**config.mk**
```make
export PLATFORM = sky130hd
export DESIGN_NAME = static_tx
export DESIGN_NICKNAME = d
export VERILOG_FILES = /design/src/rtl/static_pkg.sv /design/src/rtl/static_popcnt.sv /design/src/rtl/static_tx.sv
export SDC_FILE = /design/constraint.sdc
export NUM_CORES = 1
export LEC_CHECK = 0
export ABC_AREA = 1
export CAP_MARGIN = 10
export CORE_UTILIZATION = 58
export DETAILED_ROUTE_END_ITERATION = 8
export PLACE_DENSITY = 0.83
export REMOVE_ABC_BUFFERS = 1
export SYNTH_ARGS = -nofsm -noshare
export SYNTH_HDL_FRONTEND = slang
export SYNTH_SLANG_ARGS = --single-unit
```
**constraint.sdc**
```tcl
create_clock -name clk -period 11.23 [get_ports clk]
set_clock_uncertainty 0.1 [all_clocks]
set_input_delay 2.246 -clock clk [delete_from_list [all_inputs] [get_ports clk]]
set_output_delay 2.246 -clock clk [all_outputs]
set_load 0.1 [all_outputs]
```
**src/rtl/static_pkg.sv**
```systemverilog
// static_pkg: shared types and helpers for the static byte-stream path.
// Holds bit_count (byte popcount), size helpers and the tx FSM state type.
package static_pkg;

  localparam int WORD_SIZE_DEF = 256;

  function automatic int byte_cnt_f(input int ws);
    return ws / 8;
  endfunction

  function automatic int ones_w_f(input int ws);
    return $clog2(ws + 1);
  endfunction

  localparam int BYTE_CNT_DEF = byte_cnt_f(WORD_SIZE_DEF);
  localparam int ONES_W_DEF   = ones_w_f(WORD_SIZE_DEF);

  typedef enum logic {
    IDLE,
    SEND
  } tx_state_t;

  function automatic logic [3:0] bit_count(
    input logic [7:0] b
  );
    logic [3:0] c;
    c = '0;
    for (int i = 0; i < 8; i++) begin
      c = c + {3'b000, b[i]};
    end
    return c;
  endfunction

endpackage

```
**src/rtl/static_popcnt.sv**
```systemverilog
// static_popcnt: combinational popcount of a WORD_SIZE-bit word.
// Ports: word_i (word), ones_o (count, $clog2(WORD_SIZE+1) bits).
module static_popcnt
  import static_pkg::*;
#(
  parameter int WORD_SIZE = 256
) (
  input  logic [WORD_SIZE-1:0]         word_i,
  output logic [$clog2(WORD_SIZE+1)-1:0] ones_o
);

  localparam int ONES_W = ones_w_f(WORD_SIZE);
  localparam int NB     = byte_cnt_f(WORD_SIZE);
  localparam int LEVELS = $clog2(NB);
  localparam int NP     = 1 << LEVELS;

  // Binary adder tree; leaves past NB are zero padding.
  for (genvar l = 0; l <= LEVELS; l++) begin : lvl_g
    localparam int N = NP >> l;
    logic [ONES_W-1:0] sum [N];
    if (l == 0) begin : leaf_g
      for (genvar i = 0; i < N; i++) begin : b_g
        if (i < NB) begin : real_g
          assign sum[i] = ONES_W'(bit_count(word_i[8*i +: 8]));
        end else begin : pad_g
          assign sum[i] = '0;
        end
      end
    end else begin : node_g
      for (genvar i = 0; i < N; i++) begin : n_g
        assign sum[i] = lvl_g[l-1].sum[2*i]
                      + lvl_g[l-1].sum[2*i+1];
      end
    end
  end

  assign ones_o = lvl_g[LEVELS].sum[0];

endmodule

```
**src/rtl/static_tx.sv**
```systemverilog
// static_tx: serialises WORD_SIZE-bit words to a byte stream, byte 0 first.
// In: clk, rst, word_data/word_valid, out_ready. Out: word_ready, out_data,
// out_valid, out_sof, out_eof, word_ones, busy.
// STATIC_TX_TRAILER_EN adds an XOR trailer byte that carries eof.
module static_tx
  import static_pkg::*;
#(
  parameter int WORD_SIZE = 256
) (
  input  logic                           clk,
  input  logic                           rst,
  input  logic [WORD_SIZE-1:0]           word_data,
  input  logic                           word_valid,
  output logic                           word_ready,
  output logic [7:0]                     out_data,
  output logic                           out_valid,
  input  logic                           out_ready,
  output logic                           out_sof,
  output logic                           out_eof,
  output logic [$clog2(WORD_SIZE+1)-1:0] word_ones,
  output logic                           busy
);

  localparam int BYTE_CNT = byte_cnt_f(WORD_SIZE);
  localparam int ONES_W   = ones_w_f(WORD_SIZE);
`ifdef STATIC_TX_TRAILER_EN
  localparam int FRAME_LEN = BYTE_CNT + 1;
`else
  localparam int FRAME_LEN = BYTE_CNT;
`endif
  localparam int IDX_W = $clog2(FRAME_LEN);
  localparam logic [IDX_W-1:0] LAST_IDX =
    IDX_W'(FRAME_LEN - 1);

  tx_state_t             state_q, state_d;
  logic [IDX_W-1:0]      idx_q, idx_d;
  logic [WORD_SIZE-1:0]  word_q, word_d;
  logic [ONES_W-1:0]     ones_q, ones_d;
  logic [ONES_W-1:0]     pop_ones;
  logic [7:0]            byte_sel;
  logic                  last;
  logic                  accept;

  static_popcnt #(
    .WORD_SIZE (WORD_SIZE)
  ) u_popcnt (
    .word_i (word_data),
    .ones_o (pop_ones)
  );

`ifdef STATIC_TX_TRAILER_EN
  logic [7:0] xor_q, xor_d, xor_in;

  always_comb begin
    xor_in = '0;
    for (int i = 0; i < BYTE_CNT; i++) begin
      xor_in = xor_in ^ word_data[8*i +: 8];
    end
  end
`endif

  assign last = (idx_q == LAST_IDX);

  always_comb begin
    byte_sel = '0;
    for (int i = 0; i < BYTE_CNT; i++) begin
      if (idx_q == IDX_W'(i)) begin
        byte_sel = word_q[8*i +: 8];
      end
    end
`ifdef STATIC_TX_TRAILER_EN
    if (last) begin
      byte_sel = xor_q;
    end
`endif
  end

  assign out_valid = (state_q == SEND);
  assign busy      = out_valid;
  assign out_data  = out_valid ? byte_sel : 8'h00;
  assign out_sof   = out_valid && (idx_q == '0);
  assign out_eof   = out_valid && last;
  assign word_ones = ones_q;

  always_comb begin
    state_d    = state_q;
    idx_d      = idx_q;
    word_d     = word_q;
    ones_d     = ones_q;
`ifdef STATIC_TX_TRAILER_EN
    xor_d      = xor_q;
`endif
    word_ready = 1'b0;
    unique case (state_q)
      IDLE: begin
        word_ready = !rst;
      end
      SEND: begin
        if (out_ready) begin
          if (last) begin
            // Reopen intake only as the eof byte leaves.
            word_ready = 1'b1;
            state_d    = IDLE;
            idx_d      = '0;
          end else begin
            idx_d = idx_q + IDX_W'(1);
          end
        end
      end
      default: begin
        state_d = IDLE;
      end
    endcase
    accept = word_valid && word_ready;
    if (accept) begin
      state_d = SEND;
      idx_d   = '0;
      word_d  = word_data;
      ones_d  = pop_ones;
`ifdef STATIC_TX_TRAILER_EN
      xor_d   = xor_in;
`endif
    end
  end

  always_ff @(posedge clk or posedge rst) begin
    if (rst) begin
      state_q <= IDLE;
      idx_q   <= '0;
      word_q  <= '0;
      ones_q  <= '0;
`ifdef STATIC_TX_TRAILER_EN
      xor_q   <= '0;
`endif
    end else begin
      state_q <= state_d;
      idx_q   <= idx_d;
      word_q  <= word_d;
      ones_q  <= ones_d;
`ifdef STATIC_TX_TRAILER_EN
      xor_q   <= xor_d;
`endif
    end
  end

endmodule
```
==> results by group <==
Critical path
  – Worst Reg2Reg Path Length in Cells: 13
  – CP Capture Type: flip-flop
  – CP required: approximately 12000 ps
  – FF-to-FF End: word_q[37]
  – R2R setup slack: roughly 6500 ps
  – Critical-path maximum fanout: 2
  – Critical Path Source Type: primary input
  – WP data arrival: roughly 10000 ps
  – Worst R2R Start: idx_q[0]
  – Setup Crit Path Kind: in2reg

Clocking
  – # H-tree levels: 2
  – Setup bufs post-CTS: 0
  – Resized Gates After CTS: 0
  – CTS tree: built
  – Max clock buf depth: 3
  – Clk_lat worst skew: 550 ps
  – Cts hold-fix bufs: 0
  – Clock Tree Root: clkbuf_16
  – CTS Buf Count: 34
  – Sink Count: ~270
  – Clk slew on worst S/H paths: 60 ps

Drt
  – DR top layer: met5
  – Initial drt markers: approximately 1400
  – Via density: ~5.2
  – DRT Wirelength: 61.8 mm
  – Routed len/inst: between 15 and 20 µm
  – WL met1: roughly 25 mm
  – DRT Pass-1 Iters: 6
  – DRC violations left: 0
  – Vias: about 19000
  – Met3 wire length: ~3.5 mm
  – Met2 WL: ~31 mm
  – Routed Antenna Nets: 0

Floorplanning
  – Die H: approximately 200 µm
  – Die Wd: 200 µm
  – Starting density of the core: around three fifths
  – Die ar.: approximately 40000 µm²
  – Num ports: around 280
  – # rows: 72
  – Core area: around 39000 µm²

Yosys
  – Number of distinct library cells after synthesis: 38
  – Synth Warn #: 0
  – Syn avg cell area: roughly 8 µm²
  – Top cells by area, synth: dfrtp_1, fa_1, nand2_1
  – Number of flops mapped to enable cells by yosys: 0
  – Commonest cells in the netlist: nand2_1, inv_1, o21ai_0
  – Seq cells post-synth: 271
  – Cell taking the most area after synthesis: dfrtp_1
  – Synth Flop Type: dfrtp_1
  – Register area share after synthesis: approximately 30%
  – Mapped cell area: between 20000 and 25000 µm²
  – Post-Syn Instances: just under 3000
  – Async SR Flop Fraction: 100%
  – Post-synth top area share: a little under 30%
  – Count leader, synth: nand2_1

Timing
  – Worst-margin pin slew: 1140 ps
  – Final worst path period need: around 10000 ps
  – Setup violators final: 0
  – Final Hold Vio Count: 0
  – Max Freq: ~100 MHz
  – RSZ-0062 raised after global routing: no
  – Slew headroom: 23.8%
  – Pins Over Slew Limit: 0
  – Final Cycle Share: about nine tenths

Place
  – Port buffer count: 281
  – GP Congestion: 0.957
  – DP HPWL: between 40 and 50 mm

Run
  – Max Cap Viol: 0

Global route
  – Initial antenna violation count: 4
  – Gr ovfl total: 0
  – Total track usage: around a third
  – Largest net degree at the start of global routing: between 100 and 150
  – First-pass GRT wire length: between 100 and 150 mm
  – Number of global-route vias before repair: about 20000

Layout
  – Nets@finish: about 3800
  – Final core occ: 70.3%
  – Layout area overhead: 19.3%
  – Share of layout cells above drive strength 1: between 3 and 4%

Min path
  – HP Start: word_q[152]
  – Worst Hold End: word_q[152]
  – Worst hold path cell count: 2
  – Tightest Hold Check Type: reg2reg

Status
  – Outcome: completed
==> cell type report <==
class,count,area (µm²)
repair buffers,291,2890
diodes,3,7.51
flip-flops and latches,271,6780
well taps,518,648
clock buffers,42,965
clock inverters,17,219
multi-input cells,1911,13300
inverters,617,2330
fillers,3017,11500
==> how the worst max path moves through the flow <==
stage | startpoint | end | slack [ps] | cells after the start
2_1_floorplan | rst | word_q[136] | -6440 | 6
3_3_place_gp | word_data[24] | word_ones[8] | 660 | 28
3_5_place_dp | word_data[88] | word_ones[8] | 490 | 28
4_1_cts | word_data[88] | word_ones[8] | 1050 | 28
5_1_grt | word_data[152] | word_ones[8] | 770 | 29
6_report | word_data[216] | word_ones[8] | 1050 | 27
==> logic make-up after synthesis <==
logic type / share of synthesized area (%)
AND/OR/NAND/NOR: 18.2
AO/OA/AOI/OAI: 9.07
buffers and inverters: 11.7
XOR/XNOR: 2.62
flip-flops: 29.8
adder cells (fa/ha/maj): 28.6
==> critical path: stages <==
cell and delay [ps]:
clkdlybuf4s50_1 430, ha_1 300, inv_1 50, fa_1 490, fa_1 430, fa_1 420
fa_1 510, fa_1 490, xnor2_1 290, fa_1 530, fa_1 530, fa_1 550
fa_1 570, inv_1 60, fa_1 530, inv_1 50, fa_1 550, ha_1 180
inv_1 60, fa_1 390, nor2_1 120, a211oi_1 60, or2_2 290, nand2_1 60
a21oi_1 60, xor2_1 130, o21ai_0 80
==> per-layer routing <==
| layer | vias up | global-route usage [%] |
|---|---|---|
| met5 | - | 0 |
| met4 | 2 | 12.4 |
| met3 | 137 | 4.05 |
| met2 | 700 | 56.1 |
| met1 | 9243 | 40.1 |
| li1 | 9179 | - |
==> stage by stage <==
| step | instances | area [µm²] | hold slack [ps] | setup slack (ps) | setup TNS (ps) |
|---|---|---|---|---|---|
| after detailed placement | 3608 | 26000 | 365 | 491 | 0 |
| after global placement | 3608 | 26000 | 358 | 656 | 0 |
| final | 3670 | 27200 | 378 | 1050 | 0 |
| after global routing | 3670 | 27200 | 389 | 770 | 0 |
| after floorplan | 2799 | 22400 | 341 | -6440 | -1357590 |
| after CTS | 3667 | 27200 | 381 | 1050 | 0 |
==> registers in the layout, indices dropped and copies added (netlist names) <==
| register | cells |
|---|---|
| busy | 1 |
| idx_q | 5 |
| word_ones | 9 |
| word_q | 256 |
==> placed cells by master, fill, tap and decap left out, types with 4 or more instances in the layout <==
| cell | n |
|---|---|
| nor2_1 | 93 |
| a211oi_1 | 5 |
| clkdlybuf4s50_1 | 281 |
| nand2_1 | 858 |
| bufinv_16 | 5 |
| dfrtp_1 | 271 |
| clkinv_2 | 9 |
| a21oi_1 | 91 |
| o21bai_1 | 10 |
| clkbuf_16 | 37 |
| nor2_4 | 4 |
| nand4_1 | 7 |
| xnor2_1 | 48 |
| or2_2 | 12 |
| nor2_2 | 4 |
| inv_2 | 11 |
| nand3_1 | 49 |
| xor2_1 | 20 |
| buf_4 | 10 |
| o21ai_0 | 283 |
| o21ai_1 | 8 |
| inv_1 | 601 |
| ha_1 | 184 |
| fa_1 | 210 |
Power is not shown: default switching activity piles up to over one toggle a cycle in this logic, so the estimate is an artifact.
==> variant: new RTL, same flow settings <==
Add a define of `STATIC_TX_TRAILER_EN`.
--- a/src/rtl/static_tx.sv
+++ b/src/rtl/static_tx.sv
@@ -3,4 +3,6 @@
 // out_valid, out_sof, out_eof, word_ones, busy.
 // STATIC_TX_TRAILER_EN adds an XOR trailer byte that carries eof.
+`define STATIC_TX_TRAILER_EN
+
 module static_tx
   import static_pkg::*;
Function: not settled (the Yosys comparison gave no result); the edit may change what the design does.
==> variant against the original RTL <==
- synthesized area up 11%
- sequential cell count up 9
- routed wire length increased by 28%
- maximum frequency shrank 1.5%
- highest routed layer unchanged
- largest cell class unchanged
- design area grew 10%
- worst setup slack worse by 0.16 ns
Power is not shown: default switching activity piles up to over one toggle a cycle in this logic, so the estimate is an artifact.
==> variant: results (changes against the original RTL) <==
stage;metric;value;unit;change
grt;grt_max_degree;209;;+94%
finish;finalNetCount;4063;;+7.5%
grt;track_usage;36.2;%;+4.3 points
clock_network;clock_latency;0.56;ns;
synthesis;ys_top_cells_by_area;dfrtp_1 28%, fa_1 17%, nand2_1 12%, inv_1 9.3%, ha_1 9.0%;;
synthesis;synth.distinct_cells;37;;-2.6%
synthesis;yosysWarningCount;0;;unchanged
sta;slew_headroom;25.6;%;+1.8 points
placement;gp_congestion;1.01;;+5.3%
route;via_per_inst;5.41;;+3.1%
synthesis;synthArstFlopShare;100;%;unchanged
status;status;complete, no violations;;
grt;grt_pass1_vias;21319;;+4.9%
placement;hpwlAfterDp;63800;um;+32%
finish;filler_cell_count;3445;;+14%
finish;drive_gt1_share;3.55;%;-0.0060 points
worst_hold_path;hold_path_class;flop to flop;;
synthesis;synth_fa_ha_area_share;25.5;%;-3.0 points
critical_path;cpMaxStageDelayCell;clkdlybuf4s50_1;;
synthesis;ys_seq_area_share;27.6;%;-2.2 points
synthesis;synth_compound_area_share;8.76;%;-0.31 points
clock_network;cts_resized;0;;unchanged
finish;largest_register_ffs;256;;unchanged
route;routed_wl;79000;um;+28%
critical_path;worstPathMaxFanout;3;;+1
clock_network;clockRootBuffer;clkbuf_16;;
clock_network;cts_buffers;35;;+2.9%
grt;grt_antenna_before_repair;3;;-1
route;drt-initial-drc-count;2301;;+64%
placement;dp_slack;0.353;ns;-0.137 ns
grt;grt_pass1_wl;120000;um;+19%
synthesis;yosys-top-cells-count;812 x nand2_1, 629 x inv_1, 311 x o21ai_0;;
clock_network;clockBufferDepth;3;;unchanged
synthesis;synth_xor_area_share;10.7;%;+8.1 points
critical_path;slowest_delay;0.68;ns;+0.11 ns
critical_path;cp_data_arrival_time;10.69;ns;+0.23 ns
==> variant: cell types whose count changed in the layout (fill, tap and decap cells not counted), sizes merged, moves of 9 or more <==
| cell | before | now |
|---|---|---|
| xnor2 | 48 | 210 |
| nor2 | 101 | 114 |
| nand2 | 862 | 816 |
| o21ai | 293 | 321 |
| dfrtp | 271 | 280 |
| xor2 | 20 | 101 |
| nand3 | 53 | 71 |
| clkbuf | 42 | 51 |
| inv | 614 | 638 |
==> variant: worst paths after layout <==
kind / from / slack (ns) / cells past startpoint / endpoint
setup reg to reg: idx_q[0] / 6.85 / 11 / word_q[149]
max in group asynchronous: rst / 6.84 / 4 / word_q[94]
hold / removal: xor_q[4] / 0.38 / 2 / xor_q[4]
min in group asynchronous: rst / 2.08 / 2 / word_q[167]
hold reg to reg: xor_q[4] / 0.38 / 2 / xor_q[4]
setup / recovery: word_data[241] / 0.89 / 26 / word_ones[8]
==> variant: cell type report <==
cell class                 count  share of cell area, %
timing repair buffer         292                   9.72
multi-input combinational   2165                   52.1
clock inverter                12                  0.652
clock buffer                  50                   3.56
tap                          585                   2.45
antenna                        3                 0.0251
inverter                     637                   8.03
sequential                   280                   23.4
==> variant: worst register-to-register path: cells and delay by family, from the launching register on <==
family	cells	cell delay, ns
AOI/OAI and AO/OA	3	0.89
adders and majority gates	1	0.30
buffers and inverters	4	1.73
DFF	1	0.39
and+or+nand+nor	3	0.78
==> variant: per-layer routing <==
| layer | up-vias | global-route usage [%] | share of wire, % |
|---|---|---|---|
| li1 | 10043 | - | - |
| met1 | 10435 | 47.5 | 39 |
| met2 | 1089 | 58.2 | 46 |
| met3 | 193 | 6.93 | 9.2 |
| met4 | 6 | 16.8 | 5.1 |
| met5 | - | 0 | 0.054 |
==> variant: per-stage QoR <==
step / TNS, ns / cell area, um2 / util [%] / cells / hold slack [ns]
finish: 0 / 29900 / 69.5 / 4024 / 0.376
global route: 0 / 29900 / 69.4 / 4021 / 0.396
CTS: 0 / 29900 / 69.4 / 4020 / 0.376
detailed placement: 0 / 28600 / 66.5 / 3958 / 0.361
global placement: 0 / 28600 / 66.5 / 3958 / 0.357
floorplan: -1454.95 / 25000 / - / 3082 / 0.341
==> variant: cells by family (layout without fill, tap and decap cells) <==
| kind of cell | Yosys count | in the layout |
|---|---|---|
| buffers and inverters | 723 | 991 |
| other | 0 | 3 |
| adders and majority gates | 392 | 392 |
| DFF | 280 | 280 |
| AOI/OAI and AO/OA | 431 | 431 |
| and+or+nand+nor | 1031 | 1031 |
| xor gates and xnor gates | 311 | 311 |
